`config.mk`:
```
export PLATFORM = sky130hd
export DESIGN_NAME = tinyqv_instr_encoder_flat
export DESIGN_NICKNAME = d
export VERILOG_FILES = /design/src/rtl/tinyqv_isa_pkg.sv /design/src/rtl/tinyqv_instr_encoder_if.sv /design/src/rtl/tinyqv_imm_pack.sv /design/src/rtl/tinyqv_instr_encoder.sv /design/src/flat_wrapper.sv
export SDC_FILE = /design/constraint.sdc
export NUM_CORES = 1
export LEC_CHECK = 0
export ABC_AREA = 1
export BUFFER_PORTS_ARGS = -buffer_cell sky130_fd_sc_hd__buf_4
export CAP_MARGIN = 20
export CORE_MARGIN = 2
export CORE_UTILIZATION = 45
export CTS_CLUSTER_SIZE = 14
export DETAILED_ROUTE_END_ITERATION = 8
export PLACE_DENSITY = 0.79
export SYNTH_ARGS = -nofsm -noshare
export SYNTH_HDL_FRONTEND = slang
export SYNTH_SLANG_ARGS = --single-unit
```
`constraint.sdc`:
```
create_clock -name clk -period 3.57 [get_ports clk]
set_input_delay 0.1785 -clock clk [delete_from_list [all_inputs] [get_ports clk]]
set_output_delay 0.1785 -clock clk [all_outputs]
set_load 0.03 [all_outputs]
```
`src/rtl/tinyqv_isa_pkg.sv`:
```
// rtl/tinyqv_isa_pkg.sv - shared tinyQV ISA constants: instruction classes, opcodes, NOP, shift funct3
package tinyqv_isa_pkg;

    typedef enum logic [3:0] {
        CLS_LOAD    = 4'd0,
        CLS_ALU_IMM = 4'd1,
        CLS_AUIPC   = 4'd2,
        CLS_STORE   = 4'd3,
        CLS_ALU_REG = 4'd4,
        CLS_LUI     = 4'd5,
        CLS_BRANCH  = 4'd6,
        CLS_JALR    = 4'd7,
        CLS_JAL     = 4'd8,
        CLS_SYSTEM  = 4'd9
    } instr_class_e;

    localparam logic [4:0] OP_LOAD    = 5'b00000;
    localparam logic [4:0] OP_ALU_IMM = 5'b00100;
    localparam logic [4:0] OP_AUIPC   = 5'b00101;
    localparam logic [4:0] OP_STORE   = 5'b01000;
    localparam logic [4:0] OP_ALU_REG = 5'b01100;
    localparam logic [4:0] OP_LUI     = 5'b01101;
    localparam logic [4:0] OP_BRANCH  = 5'b11000;
    localparam logic [4:0] OP_JALR    = 5'b11001;
    localparam logic [4:0] OP_JAL     = 5'b11011;
    localparam logic [4:0] OP_SYSTEM  = 5'b11100;

    localparam logic [31:0] NOP = 32'h00000013;

    localparam logic [2:0] F3_SLL     = 3'b001;
    localparam logic [2:0] F3_SRL_SRA = 3'b101;

    // Major opcode bits [6:2]; illegal classes map to 0 and are rejected elsewhere
    function automatic logic [4:0] class_opcode(input instr_class_e cls);
        case (cls)
            CLS_LOAD:    return OP_LOAD;
            CLS_ALU_IMM: return OP_ALU_IMM;
            CLS_AUIPC:   return OP_AUIPC;
            CLS_STORE:   return OP_STORE;
            CLS_ALU_REG: return OP_ALU_REG;
            CLS_LUI:     return OP_LUI;
            CLS_BRANCH:  return OP_BRANCH;
            CLS_JALR:    return OP_JALR;
            CLS_JAL:     return OP_JAL;
            CLS_SYSTEM:  return OP_SYSTEM;
            default:     return 5'b00000;
        endcase
    endfunction

    function automatic logic is_shift_f3(input logic [2:0] funct3);
        return (funct3 == F3_SLL) || (funct3 == F3_SRL_SRA);
    endfunction

endpackage

```
`src/rtl/tinyqv_instr_encoder_if.sv`:
```
// rtl/tinyqv_instr_encoder_if.sv - descriptor input and nibble output handshake bundle
interface tinyqv_instr_encoder_if #(
    parameter int REG_ADDR_BITS = 4
);
    logic                     in_valid;
    logic                     in_ready;
    logic [3:0]               in_class;
    logic [2:0]               in_funct3;
    logic                     in_alt;
    logic [REG_ADDR_BITS-1:0] in_rd;
    logic [REG_ADDR_BITS-1:0] in_rs1;
    logic [REG_ADDR_BITS-1:0] in_rs2;
    logic [31:0]              in_imm;
    logic                     out_valid;
    logic                     out_ready;
    logic [3:0]               out_nibble;
    logic                     out_first;
    logic                     out_last;
    logic                     out_err;

    modport master (
        output in_valid, in_class, in_funct3, in_alt, in_rd, in_rs1, in_rs2, in_imm, out_ready,
        input  in_ready, out_valid, out_nibble, out_first, out_last, out_err
    );

    modport slave (
        input  in_valid, in_class, in_funct3, in_alt, in_rd, in_rs1, in_rs2, in_imm, out_ready,
        output in_ready, out_valid, out_nibble, out_first, out_last, out_err
    );
endinterface

```
`src/rtl/tinyqv_imm_pack.sv`:
```
// rtl/tinyqv_imm_pack.sv - places the immediate into I/S/B/U/J bit positions and flags unencodable values
module tinyqv_imm_pack
    import tinyqv_isa_pkg::*;
(
    input  instr_class_e cls,
    input  logic [2:0]   funct3,
    input  logic [31:0]  imm,
    output logic [31:0]  imm_bits,
    output logic         range_err
);

    logic fits_i;
    logic fits_b;
    logic fits_j;

    // Sign-extension checks: every bit above the field's sign bit must copy it
    assign fits_i = (imm[31:11] == {21{imm[11]}});
    assign fits_b = (imm[31:12] == {20{imm[12]}}) && !imm[0];
    assign fits_j = (imm[31:20] == {12{imm[20]}}) && !imm[0];

    // Immediate scatter per class; non-immediate bits stay zero for the top to fill
    always_comb begin
        imm_bits  = '0;
        range_err = 1'b0;
        case (cls)
            CLS_LOAD, CLS_JALR, CLS_SYSTEM: begin
                imm_bits[31:20] = imm[11:0];
                range_err       = !fits_i;
            end
            CLS_ALU_IMM: begin
                if (is_shift_f3(funct3)) begin
                    imm_bits[24:20] = imm[4:0];
                    range_err       = |imm[31:5];
                end else begin
                    imm_bits[31:20] = imm[11:0];
                    range_err       = !fits_i;
                end
            end
            CLS_STORE: begin
                imm_bits[31:25] = imm[11:5];
                imm_bits[11:7]  = imm[4:0];
                range_err       = !fits_i;
            end
            CLS_BRANCH: begin
                imm_bits[31]    = imm[12];
                imm_bits[30:25] = imm[10:5];
                imm_bits[11:8]  = imm[4:1];
                imm_bits[7]     = imm[11];
                range_err       = !fits_b;
            end
            CLS_AUIPC, CLS_LUI: begin
                imm_bits[31:12] = imm[31:12];
                range_err       = |imm[11:0];
            end
            CLS_JAL: begin
                imm_bits[31]    = imm[20];
                imm_bits[30:21] = imm[10:1];
                imm_bits[20]    = imm[11];
                imm_bits[19:12] = imm[19:12];
                range_err       = !fits_j;
            end
            CLS_ALU_REG: begin
                range_err = 1'b0;
            end
            default: begin
                range_err = 1'b1;
            end
        endcase
    end

endmodule

```
`src/rtl/tinyqv_instr_encoder.sv`:
```
// rtl/tinyqv_instr_encoder.sv - packs an instruction descriptor into a 32-bit word and streams it LSB nibble first
module tinyqv_instr_encoder
    import tinyqv_isa_pkg::*;
#(
    parameter int REG_ADDR_BITS = 4
) (
    input  logic                  clk,
    input  logic                  rstn,
    tinyqv_instr_encoder_if.slave bus
);

    instr_class_e             cls;
    logic [REG_ADDR_BITS-1:0] rd_idx;
    logic [REG_ADDR_BITS-1:0] rs1_idx;
    logic [REG_ADDR_BITS-1:0] rs2_idx;
    logic [4:0]               rd5;
    logic [4:0]               rs1_5;
    logic [4:0]               rs2_5;
    logic [31:0]              imm_bits;
    logic                     range_err;
    logic [31:0]              enc_word;
    logic                     enc_err;

    logic [31:0]              word;
    logic                     full;
    logic [2:0]               cnt;
    logic                     err;
    logic                     accept;
    logic                     out_hs;

    assign cls     = instr_class_e'(bus.in_class);
    assign rd_idx  = bus.in_rd;
    assign rs1_idx = bus.in_rs1;
    assign rs2_idx = bus.in_rs2;
    assign rd5     = 5'(rd_idx);
    assign rs1_5   = 5'(rs1_idx);
    assign rs2_5   = 5'(rs2_idx);

    tinyqv_imm_pack u_imm_pack (
        .cls       (cls),
        .funct3    (bus.in_funct3),
        .imm       (bus.in_imm),
        .imm_bits  (imm_bits),
        .range_err (range_err)
    );

    // Overlay opcode and register fields on the packed immediate; errors collapse to NOP
    always_comb begin
        enc_word      = imm_bits;
        enc_word[6:0] = {class_opcode(cls), 2'b11};
        case (cls)
            CLS_STORE, CLS_BRANCH: ;
            default: enc_word[11:7] = rd5;
        endcase
        case (cls)
            CLS_LUI, CLS_AUIPC, CLS_JAL: ;
            default: begin
                enc_word[19:15] = rs1_5;
                enc_word[14:12] = bus.in_funct3;
            end
        endcase
        case (cls)
            CLS_STORE, CLS_BRANCH, CLS_ALU_REG: enc_word[24:20] = rs2_5;
            default: ;
        endcase
        if (cls == CLS_ALU_REG) begin
            enc_word[30] = bus.in_alt;
        end
        if ((cls == CLS_ALU_IMM) && (bus.in_funct3 == F3_SRL_SRA)) begin
            enc_word[30] = bus.in_alt;
        end
        enc_err = range_err;
        if (range_err) begin
            enc_word = NOP;
        end
    end

    // Free the slot either when empty or while the last nibble leaves, so words run back to back
    assign out_hs       = full && bus.out_ready;
    assign bus.in_ready = !full || (out_hs && (cnt == 3'd7));
    assign accept       = bus.in_valid && bus.in_ready;

    assign bus.out_valid  = full;
    assign bus.out_nibble = word[{cnt, 2'b00} +: 4];
    assign bus.out_first  = (cnt == 3'd0);
    assign bus.out_last   = (cnt == 3'd7);
    assign bus.out_err    = err;

    // Holding register, occupancy and nibble position; a reload takes priority over draining
    always_ff @(posedge clk or negedge rstn) begin
        if (!rstn) begin
            word <= '0;
            full <= 1'b0;
            cnt  <= 3'd0;
            err  <= 1'b0;
        end else if (accept) begin
            word <= enc_word;
            err  <= enc_err;
            full <= 1'b1;
            cnt  <= 3'd0;
        end else if (out_hs) begin
            cnt <= cnt + 3'd1;
            if (cnt == 3'd7) begin
                full <= 1'b0;
                err  <= 1'b0;
            end
        end
    end

endmodule
```
`src/flat_wrapper.sv`:
```
// flat-port wrapper written by rule: the top's interface ports become plain ports
module tinyqv_instr_encoder_flat import tinyqv_isa_pkg::*;
#(
    parameter int REG_ADDR_BITS = 4
)
  (clk, rstn, bus_in_valid, bus_in_class, bus_in_funct3, bus_in_alt, bus_in_rd, bus_in_rs1, bus_in_rs2, bus_in_imm, bus_out_ready, bus_in_ready, bus_out_valid, bus_out_nibble, bus_out_first, bus_out_last, bus_out_err);
  tinyqv_instr_encoder_if #(.REG_ADDR_BITS(REG_ADDR_BITS)) bus_i ();
  input  logic clk;
  input  logic rstn;
  input wire logic [$bits(bus_i.in_valid)-1:0] bus_in_valid;
  input wire logic [$bits(bus_i.in_class)-1:0] bus_in_class;
  input wire logic [$bits(bus_i.in_funct3)-1:0] bus_in_funct3;
  input wire logic [$bits(bus_i.in_alt)-1:0] bus_in_alt;
  input wire logic [$bits(bus_i.in_rd)-1:0] bus_in_rd;
  input wire logic [$bits(bus_i.in_rs1)-1:0] bus_in_rs1;
  input wire logic [$bits(bus_i.in_rs2)-1:0] bus_in_rs2;
  input wire logic [$bits(bus_i.in_imm)-1:0] bus_in_imm;
  input wire logic [$bits(bus_i.out_ready)-1:0] bus_out_ready;
  output wire logic [$bits(bus_i.in_ready)-1:0] bus_in_ready;
  output wire logic [$bits(bus_i.out_valid)-1:0] bus_out_valid;
  output wire logic [$bits(bus_i.out_nibble)-1:0] bus_out_nibble;
  output wire logic [$bits(bus_i.out_first)-1:0] bus_out_first;
  output wire logic [$bits(bus_i.out_last)-1:0] bus_out_last;
  output wire logic [$bits(bus_i.out_err)-1:0] bus_out_err;
  assign bus_i.in_valid = bus_in_valid;
  assign bus_i.in_class = bus_in_class;
  assign bus_i.in_funct3 = bus_in_funct3;
  assign bus_i.in_alt = bus_in_alt;
  assign bus_i.in_rd = bus_in_rd;
  assign bus_i.in_rs1 = bus_in_rs1;
  assign bus_i.in_rs2 = bus_in_rs2;
  assign bus_i.in_imm = bus_in_imm;
  assign bus_i.out_ready = bus_out_ready;
  assign bus_in_ready = bus_i.in_ready;
  assign bus_out_valid = bus_i.out_valid;
  assign bus_out_nibble = bus_i.out_nibble;
  assign bus_out_first = bus_i.out_first;
  assign bus_out_last = bus_i.out_last;
  assign bus_out_err = bus_i.out_err;
  tinyqv_instr_encoder #(.REG_ADDR_BITS(REG_ADDR_BITS)) u_core (.clk(clk), .rstn(rstn), .bus(bus_i));
endmodule
```
==> out/results.ini <==
[outcome]
status=complete, no violations

[clock_tree]
tritoncts=yes
insertion_delay_ns=0.29
cts_buffer_depth=2
cts_root_buf=clkbuf_8
h-tree-depth=2
numCtsBuffers=5
clkSinkCount=36
clk_pin_slew_ns=0.07
cts_setup_buffers=0

[yosys]
avgSynthCellArea_um2=6.30
ys_seq_area_share_pct=30.7
synth_area_leaders=dfrtp_1 31%, nand2_1 20%, nor2_1 7.9%
yosys.area.top_type=dfrtp_1
synth_ff_type=dfrtp_1
ys_ff_latch=36
syn_nets=530
synthCells=466
ys_top_cells_by_count=157 x nand2_1, 62 x nor2_1, 39 x inv_1
async_flop_share_pct=100
yosys-mux-area-fraction_pct=0.767
yosysWarnings=0
synth_top_family_by_area=simple AND/OR/NAND/NOR gates
synth_xor_area_share_pct=0
synth-compound-area-share_pct=12.4
synth_most_common_cell=nand2_1
synth-adder-area-share_pct=3.41
yosysTopAreaCellShare_pct=30.7
synth-edff-count=0
netlist_area_um2=2940
synthSimpleGateAreaFrac_pct=43.7
synth_cell_type_count=35

[routing]
num_vias=3144
highest_layer=met4
drt_iter0_markers=227
wl_met3_um=361
ant_nets=0
m1WireLength_um=3760
viasPerCell=5.23
drc_errors=0
wl_um=8070
wl_met2_um=3820
wl_per_cell_um=13.4
dr.pass1.iters=4

[floorplan]
die_width_um=84.8
die_area_um2=7190
rows=29
ioPinCount=65
coreArea_um2=6310
die-height_um=84.8
start_util_pct=46.5

[min_path]
hold_class=in2reg
holdPathEnd=u_core.cnt[2]$_DFFE_PN0P_
whs_path_depth=4
worstHoldStart=bus_out_ready

[worst_setup_path]
cp.required_ns=3.79
crit_fanout=31
r2r_start=u_core.cnt[0]$_DFFE_PN0P_
worst_r2r_endpoint=u_core.word[29]$_DFFE_PN0P_
crit_type=reg2reg
arrival_ns=2.54
r2r_slack_ns=1.25
start_kind=register
reg2reg_depth=10
cp-end-kind=register

[sta]
period_share_pct=64.9
fin_ws_ns=1.25
fin_worst_hold_slack_ns=0.192
timing_hold_violations_final=0
min_period_ns=2.32
finClkSkew_ns=0.00786
tns_ns=0
relSlewSlack_pct=59.9
worstMarginPinSlew_ns=0.600
max_freq_ghz=0.431
slew_viol_final=0
setup_violations=0
rsz0062_at_grt=no

[place]
port_buffers=64
place_hpwl_um=6420
dp_slack_ns=1.28
dpl_cell_area_um2=3440
gp_congestion=0.963

[grt]
grt_max_degree=37
grt_pass1_vias=2948
grt_use_total_pct=23.3
grt_overflow=0
grt_first_pass_wirelength_um=13500
antenna_found_initial=0

[power]
p_leak_uw=0.00196
powerDensity_nw_per_um2=544
ir_worst_vdd_mv=0.462

[finish]
n_antenna_cell=0
drive_gt1_share_pct=18.7
synthToLayoutAreaGrowth_pct=22.2
design_area_um2=3590
fin_nets=587

[flow_run]
drv_cap=0

-- registers in the layout, indices dropped and copies added (netlist names) --
register	flops
u_core.word	31
u_core.cnt	3
u_core.bus.out_err	1
u_core.bus.out_valid	1
-- cells in the final DEF, fill, tap and decap left out, drive strengths merged, types with 3 or more instances in the layout --
master	n
a21oi	15
a22oi	6
buf	67
clkbuf	7
dfrtp	36
ha	8
inv	44
nand2	163
nand3	28
nand4	26
nor2	67
nor3	4
o21ai	32
o22ai	3
-- layout make-up --
class	instances	area, um^2
clock inverters	1	30.0
repair buffers	68	520
clock buffers	7	96.3
inverters	45	169
fillers	650	2730
multi-input cells	367	1770
well taps	77	96.3
flip-flops and latches	36	901
-- critical path, stage by stage (launching register included) --
cell     delay, ns
dfrtp_1       0.63
ha_1          0.24
ha_1          0.17
nand3_1       0.10
nand2_1       0.12
nand2_1       0.08
inv_1         0.06
buf_4         0.27
nand2_1       0.18
or2_1         0.27
o21ai_2       0.12
-- cell families after synthesis --
kind of cell	after synthesis
buffers and inverters	63
AOI/OAI and AO/OA	64
and+or+nand+nor	293
muxes	2
DFF	36
adders and majority gates	8
-- what timing repair did --
item / 4_1_cts / 5_1_grt
endpoints found under the hold margin: 36 / 0
hold buffers: 1 / 0
gates resized for setup: 0 / 0
-- power breakdown --
part           total [uW]  switching [uW]  leakage [uW]  internal, uW
logic                 890             554       0.00142           336
clock network         390             144     0.0000645           246
registers             671             126      0.000476           545
total                1950             824       0.00196          1130
-- stage by stage --
step / utilization, % / cells / total power (uW)
finish: 56.8 / 601 / 1950
global placement: 54.4 / 591 / 1540
detailed placement: 54.4 / 591 / 1560
floorplan: - / 466 / 1270
CTS: 56.6 / 600 / 1960
global route: 56.8 / 601 / 2110
-- routing by layer --
| metal | track usage [%] | vias to the layer above |
|---|---|---|
| li1 | - | 1638 |
| met1 | 31.5 | 1402 |
| met2 | 39.1 | 94 |
| met3 | 2.85 | 10 |
| met4 | 6.78 | 0 |
| met5 | 0 | - |
-- worst max-delay path by stage --
stage	startpoint	endpoint	slack, ns	depth (start not counted)
global route	u_core.cnt[0]$_DFFE_PN0P_	u_core.word[27]$_DFFE_PN0P_	0.92	11
floorplan	u_core.cnt[1]$_DFFE_PN0P_	u_core.word[29]$_DFFE_PN0P_	1.42	9
finish	u_core.cnt[0]$_DFFE_PN0P_	u_core.word[29]$_DFFE_PN0P_	1.25	10
detailed placement	bus_in_imm[11]	u_core.word[20]$_DFFE_PN0P_	1.28	8
CTS	u_core.cnt[0]$_DFFE_PN0P_	u_core.word[27]$_DFFE_PN0P_	1.25	11
global placement	bus_in_imm[11]	u_core.word[20]$_DFFE_PN0P_	1.34	8
Power figures use the tool's default switching activity.
